==> src/rtl/lamp_pkg.sv <==
// Shared types and constants for the lamp panel sequencer.
package lamp_pkg;

    localparam int unsigned MODE_W = 2;
    localparam logic [23:0] DEFAULT_DIV = 24'd49;

    typedef enum logic [MODE_W-1:0] {
        MODE_OFF    = 2'd0,
        MODE_ALL_ON = 2'd1,
        MODE_CHASE  = 2'd2,
        MODE_BLINK  = 2'd3
    } mode_e;

    typedef enum logic [2:0] {
        S_OFF    = 3'd0,
        S_ALL_ON = 3'd1,
        S_CHASE  = 3'd2,
        S_BLINK  = 3'd3,
        S_LOAD   = 3'd4
    } state_e;

endpackage

==> src/rtl/lamp_prescaler.sv <==
// Step-rate prescaler: pulses tick every div+1 enabled cycles; count is held at 0 when idle.
module lamp_prescaler
    import lamp_pkg::*;
#(
    parameter int unsigned DIV_W = 24
) (
    input  logic             clock,
    input  logic             reset_n,
    input  logic             clear,
    input  logic             enable,
    input  logic [DIV_W-1:0] div,
    output logic             tick
);

    logic [DIV_W-1:0] cnt;

    assign tick = enable && !clear && (cnt == div);

    always_ff @(posedge clock) begin
        if (!reset_n || clear || !enable || tick) begin
            cnt <= '0;
        end else begin
            cnt <= cnt + DIV_W'(1);
        end
    end

endmodule

==> src/rtl/lamp_sequencer.sv <==
// Lamp panel sequencer: off / all-on / chase / blink patterns with a configurable step rate.
// Define LAMP_PWM_EN to add the cfg_duty port and a per-panel PWM dimmer.
module lamp_sequencer
    import lamp_pkg::*;
#(
    parameter int unsigned      NUM_LAMPS   = 11,
    parameter int unsigned      DIV_W       = 24,
    parameter logic [DIV_W-1:0] DEFAULT_DIV = DIV_W'(lamp_pkg::DEFAULT_DIV),
    parameter int unsigned      PWM_W       = 4
) (
    input  logic                 clock,
    input  logic                 reset_n,
    input  logic                 cfg_valid,
    output logic                 cfg_ready,
    input  logic [MODE_W-1:0]    cfg_mode,
    input  logic [DIV_W-1:0]     cfg_div,
`ifdef LAMP_PWM_EN
    input  logic [PWM_W-1:0]     cfg_duty,
`endif
    output logic [NUM_LAMPS-1:0] lamps,
    output logic                 step_pulse
);

    localparam int unsigned POS_W = $clog2(NUM_LAMPS);

    if (NUM_LAMPS < 2 || PWM_W == 0) begin : g_param_check
        $error("lamp_sequencer: NUM_LAMPS must be >= 2 and PWM_W >= 1");
    end

    state_e               state, state_n;
    mode_e                mode_q, mode_n;
    logic [DIV_W-1:0]     div_q, div_n;
    logic [POS_W-1:0]     pos, pos_n;
    logic                 phase, phase_n;
    logic [NUM_LAMPS-1:0] pattern_n, lamps_n;
    logic                 step_n, ready_n;
    logic                 accept, tick;

    assign accept = cfg_valid && cfg_ready;

    lamp_prescaler #(.DIV_W(DIV_W)) u_prescaler (
        .clock   (clock),
        .reset_n (reset_n),
        .clear   (accept || (state == S_LOAD)),
        .enable  ((state == S_CHASE) || (state == S_BLINK)),
        .div     (div_q),
        .tick    (tick)
    );

`ifdef LAMP_PWM_EN
    logic [PWM_W-1:0] duty_q, duty_n, pwm_cnt, pwm_n;

    always_comb begin
        duty_n = accept ? cfg_duty : duty_q;
        pwm_n  = (state == S_LOAD) ? pwm_cnt : pwm_cnt + PWM_W'(1);
    end

    always_ff @(posedge clock) begin
        if (!reset_n) begin
            duty_q  <= '1;
            pwm_cnt <= '0;
        end else begin
            duty_q  <= duty_n;
            pwm_cnt <= pwm_n;
        end
    end

    // Gate against the next-cycle counter so the mask lines up with the registered lamps.
    assign lamps_n = pattern_n & {NUM_LAMPS{pwm_n <= duty_n}};
`else
    assign lamps_n = pattern_n;
`endif

    // Next-state, datapath and next-output logic.
    always_comb begin
        state_n   = state;
        mode_n    = mode_q;
        div_n     = div_q;
        pos_n     = pos;
        phase_n   = phase;
        pattern_n = '0;
        step_n    = 1'b0;
        ready_n   = 1'b1;

        if (accept) begin
            state_n = S_LOAD;
            mode_n  = mode_e'(cfg_mode);
            div_n   = cfg_div;
        end else begin
            case (state)
                S_LOAD: begin
                    pos_n   = '0;
                    phase_n = 1'b1;
                    case (mode_q)
                        MODE_OFF:    state_n = S_OFF;
                        MODE_ALL_ON: state_n = S_ALL_ON;
                        MODE_CHASE:  state_n = S_CHASE;
                        default:     state_n = S_BLINK;
                    endcase
                end
                S_CHASE: begin
                    if (tick) begin
                        pos_n = (pos == POS_W'(NUM_LAMPS - 1)) ? '0 : pos + POS_W'(1);
                    end
                end
                S_BLINK: begin
                    if (tick) begin
                        phase_n = ~phase;
                    end
                end
                default: ;
            endcase
            step_n = tick;
        end

        case (state_n)
            S_ALL_ON: pattern_n = '1;
            S_CHASE:  pattern_n = NUM_LAMPS'(1) << pos_n;
            S_BLINK:  pattern_n = {NUM_LAMPS{phase_n}};
            default:  pattern_n = '0;
        endcase

        ready_n = (state_n != S_LOAD);
    end

    always_ff @(posedge clock) begin
        if (!reset_n) begin
            state      <= S_ALL_ON;
            mode_q     <= MODE_ALL_ON;
            div_q      <= DEFAULT_DIV;
            pos        <= '0;
            phase      <= 1'b1;
            lamps      <= '1;
            step_pulse <= 1'b0;
            cfg_ready  <= 1'b1;
        end else begin
            state      <= state_n;
            mode_q     <= mode_n;
            div_q      <= div_n;
            pos        <= pos_n;
            phase      <= phase_n;
            lamps      <= lamps_n;
            step_pulse <= step_n;
            cfg_ready  <= ready_n;
        end
    end

endmodule
==> config.mk <==
export PLATFORM = sky130hd
export DESIGN_NAME = lamp_sequencer
export DESIGN_NICKNAME = d
export VERILOG_FILES = /design/src/rtl/lamp_pkg.sv /design/src/rtl/lamp_prescaler.sv /design/src/rtl/lamp_sequencer.sv
export SDC_FILE = /design/constraint.sdc
export NUM_CORES = 1
export LEC_CHECK = 0
export ABC_AREA = 1
export CORE_UTILIZATION = 50
export CTS_CLUSTER_DIAMETER = 30
export DETAILED_ROUTE_END_ITERATION = 12
export PLACE_DENSITY = 0.83
export SETUP_SLACK_MARGIN = 0.3
export SYNTH_ARGS = -nofsm -noshare
export SYNTH_HDL_FRONTEND = slang
export SYNTH_HIERARCHICAL = 1
export SYNTH_SLANG_ARGS = --single-unit
==> constraint.sdc <==
create_clock -name clock -period 3.3 [get_ports clock]
set_clock_uncertainty 0.05 [all_clocks]
set_input_delay 0.495 -clock clock [delete_from_list [all_inputs] [get_ports clock]]
set_output_delay 0.495 -clock clock [all_outputs]
set_load 0.01 [all_outputs]
==> metrics.log <==
[metrics] data required time of the worst path: 3480 ps
[metrics] slew margin rel.: 66.6%
[metrics] Unique masters post-synth: 29
[metrics] CTS resizes: 0
[metrics] Setup TNS Final: 0 ps
[metrics] area added between synthesis and finish: 19.5%
[metrics] detailed-route wire length per cell: 11.9 um
[metrics] maximum number of pins on one net before global-route repair: 31
[metrics] Worst-Margin Slew: 499 ps
[metrics] type of the tightest min-delay check: register to register
[metrics] vertical die dimension: 87.4 um
[metrics] area fraction in and, or, nand and nor cells after synthesis: 40.7%
[metrics] initial antenna violation count: 0
[metrics] final weighted congestion in routability-driven placement: 0.972
[metrics] share of power burned in registers: 48.1%
[metrics] outcome: finished clean
[metrics] switching pwr: 470 uW
[metrics] core area: about 6900 um2
[metrics] input/output buffers: 41
[metrics] Overall Global Routing Usage: 23.5%
[metrics] final std cell area, no fill: between 4000 and 5000 um2
[metrics] category of the most critical setup path: input port to register
[metrics] Detailed Route WL: 8340 um
[metrics] CTS buffer count: 9
[metrics] Cell Chain, Critical Path: clkdlybuf4s50_1 -> nand2_2 -> nand2_1 -> inv_1 -> nand2_1 -> a21oi_1 -> nand4_1 -> nor3_1 -> nand2_1 -> nor2_1 -> nand2_1 -> o21ai_1 -> nand3_2 -> o21ai_2 -> nor2_1 -> nand2_1 -> nand3_1
[metrics] fraction of registers with async set or reset after synthesis: 0%
[metrics] part of the cycle the worst path needs: 80.0%
[metrics] Via-to-Cell Ratio: ~4.9
[metrics] Post-CTS Setup Bufs: 0
[metrics] synthesized-area fraction occupied by xor and xnor cells: 5.77%
[metrics] clock root buffer master: sky130_fd_sc_hd__clkbuf_8
[metrics] switching part of the total power: 24.5%
[metrics] TritonRoute pass-1 iters: 5
[metrics] metal3 WL: 420 um
[metrics] Worst Hold Margin: 422 ps
[metrics] Synth warnings: 6
[metrics] dpl cells: 682
[metrics] TritonCTS clock tree: built
[metrics] peak ir drop on the vdd network: around 0.00025 V
[metrics] power share of the combinational group: 10.8%
[metrics] design internal power: 1450 uW
[metrics] post-synthesis cell type with the largest combined area: sky130_fd_sc_hd__dfxtp_1
[metrics] Non-Filler Instances: 698
[metrics] register area share after synthesis: 39.0%
[metrics] placement-stage cell area: 4120 um2
[metrics] Syn Nets: 584
[metrics] most repeated library cell on the critical path: sky130_fd_sc_hd__nand2_1
[metrics] WP data arrival: between 2000 and 3000 ps
[metrics] Post-Syn Area: 3640 um2
[metrics] detailed route wirelength on metal2: 4110 um
[metrics] area of the die: roughly 7600 um2
[metrics] kind of start point of the critical path: input port
[metrics] Syn Inst Count: 554
[metrics] maximum fanout along the worst path: 6
[metrics] residual overflow from global routing: 0
[metrics] number of setup violations in the final report: 0
[metrics] combinational family with the most area after synthesis: simple AND/OR/NAND/NOR gates
[metrics] main flop type after synthesis: sky130_fd_sc_hd__dfxtp_1
[metrics] fraction of layout instances using a drive strength above 1: 7.97%
[metrics] count of unresolved DRC violations after routing: 0
[metrics] routed length on met1: 3660 um
[metrics] number of violations reported at the end of detailed-routing iteration 0: 188
[metrics] Final nets: 627
[metrics] kind of capture point of the worst setup path: register
[metrics] Final Max Tran Viols: 0
[metrics] proportion of netlist area held by the largest area contributor: approximately 40%
[metrics] FILL cells: 654
[metrics] portion of total power attributed to the clock network: 41.1%
[metrics] Slowest cell on crit path: sky130_fd_sc_hd__clkdlybuf4s50_1
[metrics] Final HPWL DP: ~6400 um
[metrics] unrepaired setup endpoints after global routing: no
[metrics] number of global-route vias before repair: 3209
[metrics] ranking of synthesized cells by area: sky130_fd_sc_hd__dfxtp_1 39%, sky130_fd_sc_hd__nand2_1 15%, sky130_fd_sc_hd__nor2_1 12%
[metrics] average instance area after synthesis: 6.58 um2
[metrics] clock-pin slew reported for the worst setup and hold paths after clock tree synthesis: 80 ps
[metrics] top routing layer in use: met4
[metrics] width of the die: 87.4 um
[metrics] Final ANT Viol Nets: 0
[metrics] num ports: 42
[metrics] total count of hold-check failures in the final report: 0
[metrics] total via count in the routed design: 3423
[metrics] most frequent cells after synthesis: 143 x sky130_fd_sc_hd__nand2_1, 119 x sky130_fd_sc_hd__nor2_1, 71 x sky130_fd_sc_hd__dfxtp_1
[metrics] final critical delay including setup and external delays: 2640 ps
[metrics] fraction of the mapped netlist area in compound gates: 4.77%
[metrics] global-route wire length before repair: 14000 um
[metrics] Max-cap violations: 0
[metrics] H-Tree Depth: 3
[metrics] synthesis-stage register bit count: 71
[metrics] power consumption: 1920 uW
[metrics] P_leak: 0.00182 uW
[metrics] number of clock sinks: slightly above 70
[metrics] maximum clock insertion buffer count: 2
[metrics] FP Rows: 30
[metrics] hold buffer count at cts: 0
[metrics] maximum clock rate: 379 MHz
[metrics] clock network latency to the later pin of the worst-skew pair: 350 ps
[metrics] share of synthesized area spent on multiplexers: 0%
[metrics] number of flops mapped to enable cells by yosys: 0
[metrics] cell with the most instances after synthesis: sky130_fd_sc_hd__nand2_1
[metrics] starting utilization of the core area: 52.8%
[metrics] maximum cell stage delay along the critical path: 410 ps
[metrics] adder-cell share of the synthesized area: less than 1%
[metrics] power per cell area: 440 nW/um2
[metrics] count of inserted antenna diode cells: 0
[worst max-delay path, delay by kind of cell]
| kind | cells | cell delay, ps |
|---|---|---|
| AND/OR/NAND/NOR | 12 | 1390 |
| AO/OA/AOI/OAI | 3 | 470 |
| buffers and inverters | 2 | 460 |
[flip-flops by register name, summed over array words and instances (netlist names)]
register	flops
cfg_ready	1
div_q	24
lamps	11
mode_q	2
phase	1
pos	4
state	3
step_pulse	1
u_prescaler/cnt	24
[area by class of cell]
class | instances | area, um2 | area share (%)
Clock buffer | 10 | 138 | 3.16
Timing Repair Buffer | 45 | 440 | 10.1
Inverter | 70 | 263 | 6.04
Sequential cell | 71 | 1420 | 32.7
Multi-Input combinational cell | 400 | 1880 | 43.1
Tap cell | 96 | 120 | 2.76
Clock inverter | 6 | 92.6 | 2.13
[placed cells by master, fill, tap and decap left out, types with 3 or more instances in the layout]
cell                              count
sky130_fd_sc_hd__clkbuf_8            10
sky130_fd_sc_hd__dfxtp_1             71
sky130_fd_sc_hd__buf_4                4
sky130_fd_sc_hd__nand3_1             38
sky130_fd_sc_hd__xnor2_1              7
sky130_fd_sc_hd__clkdlybuf4s50_1     41
sky130_fd_sc_hd__nand2_2              4
sky130_fd_sc_hd__o21ai_0             24
sky130_fd_sc_hd__nand3_2              6
sky130_fd_sc_hd__a21oi_1              3
sky130_fd_sc_hd__inv_1               68
sky130_fd_sc_hd__nor2_1             119
sky130_fd_sc_hd__nor2_2              10
sky130_fd_sc_hd__nand4_1             10
sky130_fd_sc_hd__xor2_1              17
sky130_fd_sc_hd__nand2_1            143
sky130_fd_sc_hd__nor3_1               4
[logic make-up (layout without fill, tap and decap cells)]
logic type      count (synthesis)  in the layout
compound gates                 32             32
xor+xnor                       24             24
buf+inv                        83            131
simple gates                  343            343
flops                          71             71
fa+ha+maj                       1              1
[per-layer routing]
metal  track usage, %  vias up
met5                0        -
met4             7.90        0
met3             6.26       17
met2             41.4       81
met1             27.5     1532
li1                 -     1793
[power by group through the flow]
stage | Sequential (uW) | Combinational [uW] | Clock [uW]
after floorplan | 942 | 118 | 0
after global placement | 941 | 205 | 0
after detailed placement | 943 | 206 | 0
after CTS | 923 | 207 | 802
after global routing | 928 | 232 | 836
final | 923 | 207 | 787
[final timing paths]
kind	end	depth (start not counted)	from	slack [ps]
max reg2reg	lamps[1]	17	state[1]	740
min reg2reg	div_q[0]	2	div_q[0]	420
max	lamps[1]	17	cfg_valid	660
min	div_q[0]	2	div_q[0]	420
[through the flow]
step           utilization, %  worst slack [ps]
2_1_floorplan               -               619
3_3_place_gp             59.7               431
3_5_place_dp             59.7               317
4_1_cts                  63.0               693
5_1_grt                  63.0               327
6_report                 63.0               661
No activity file was read; power rests on OpenSTA's default activity.
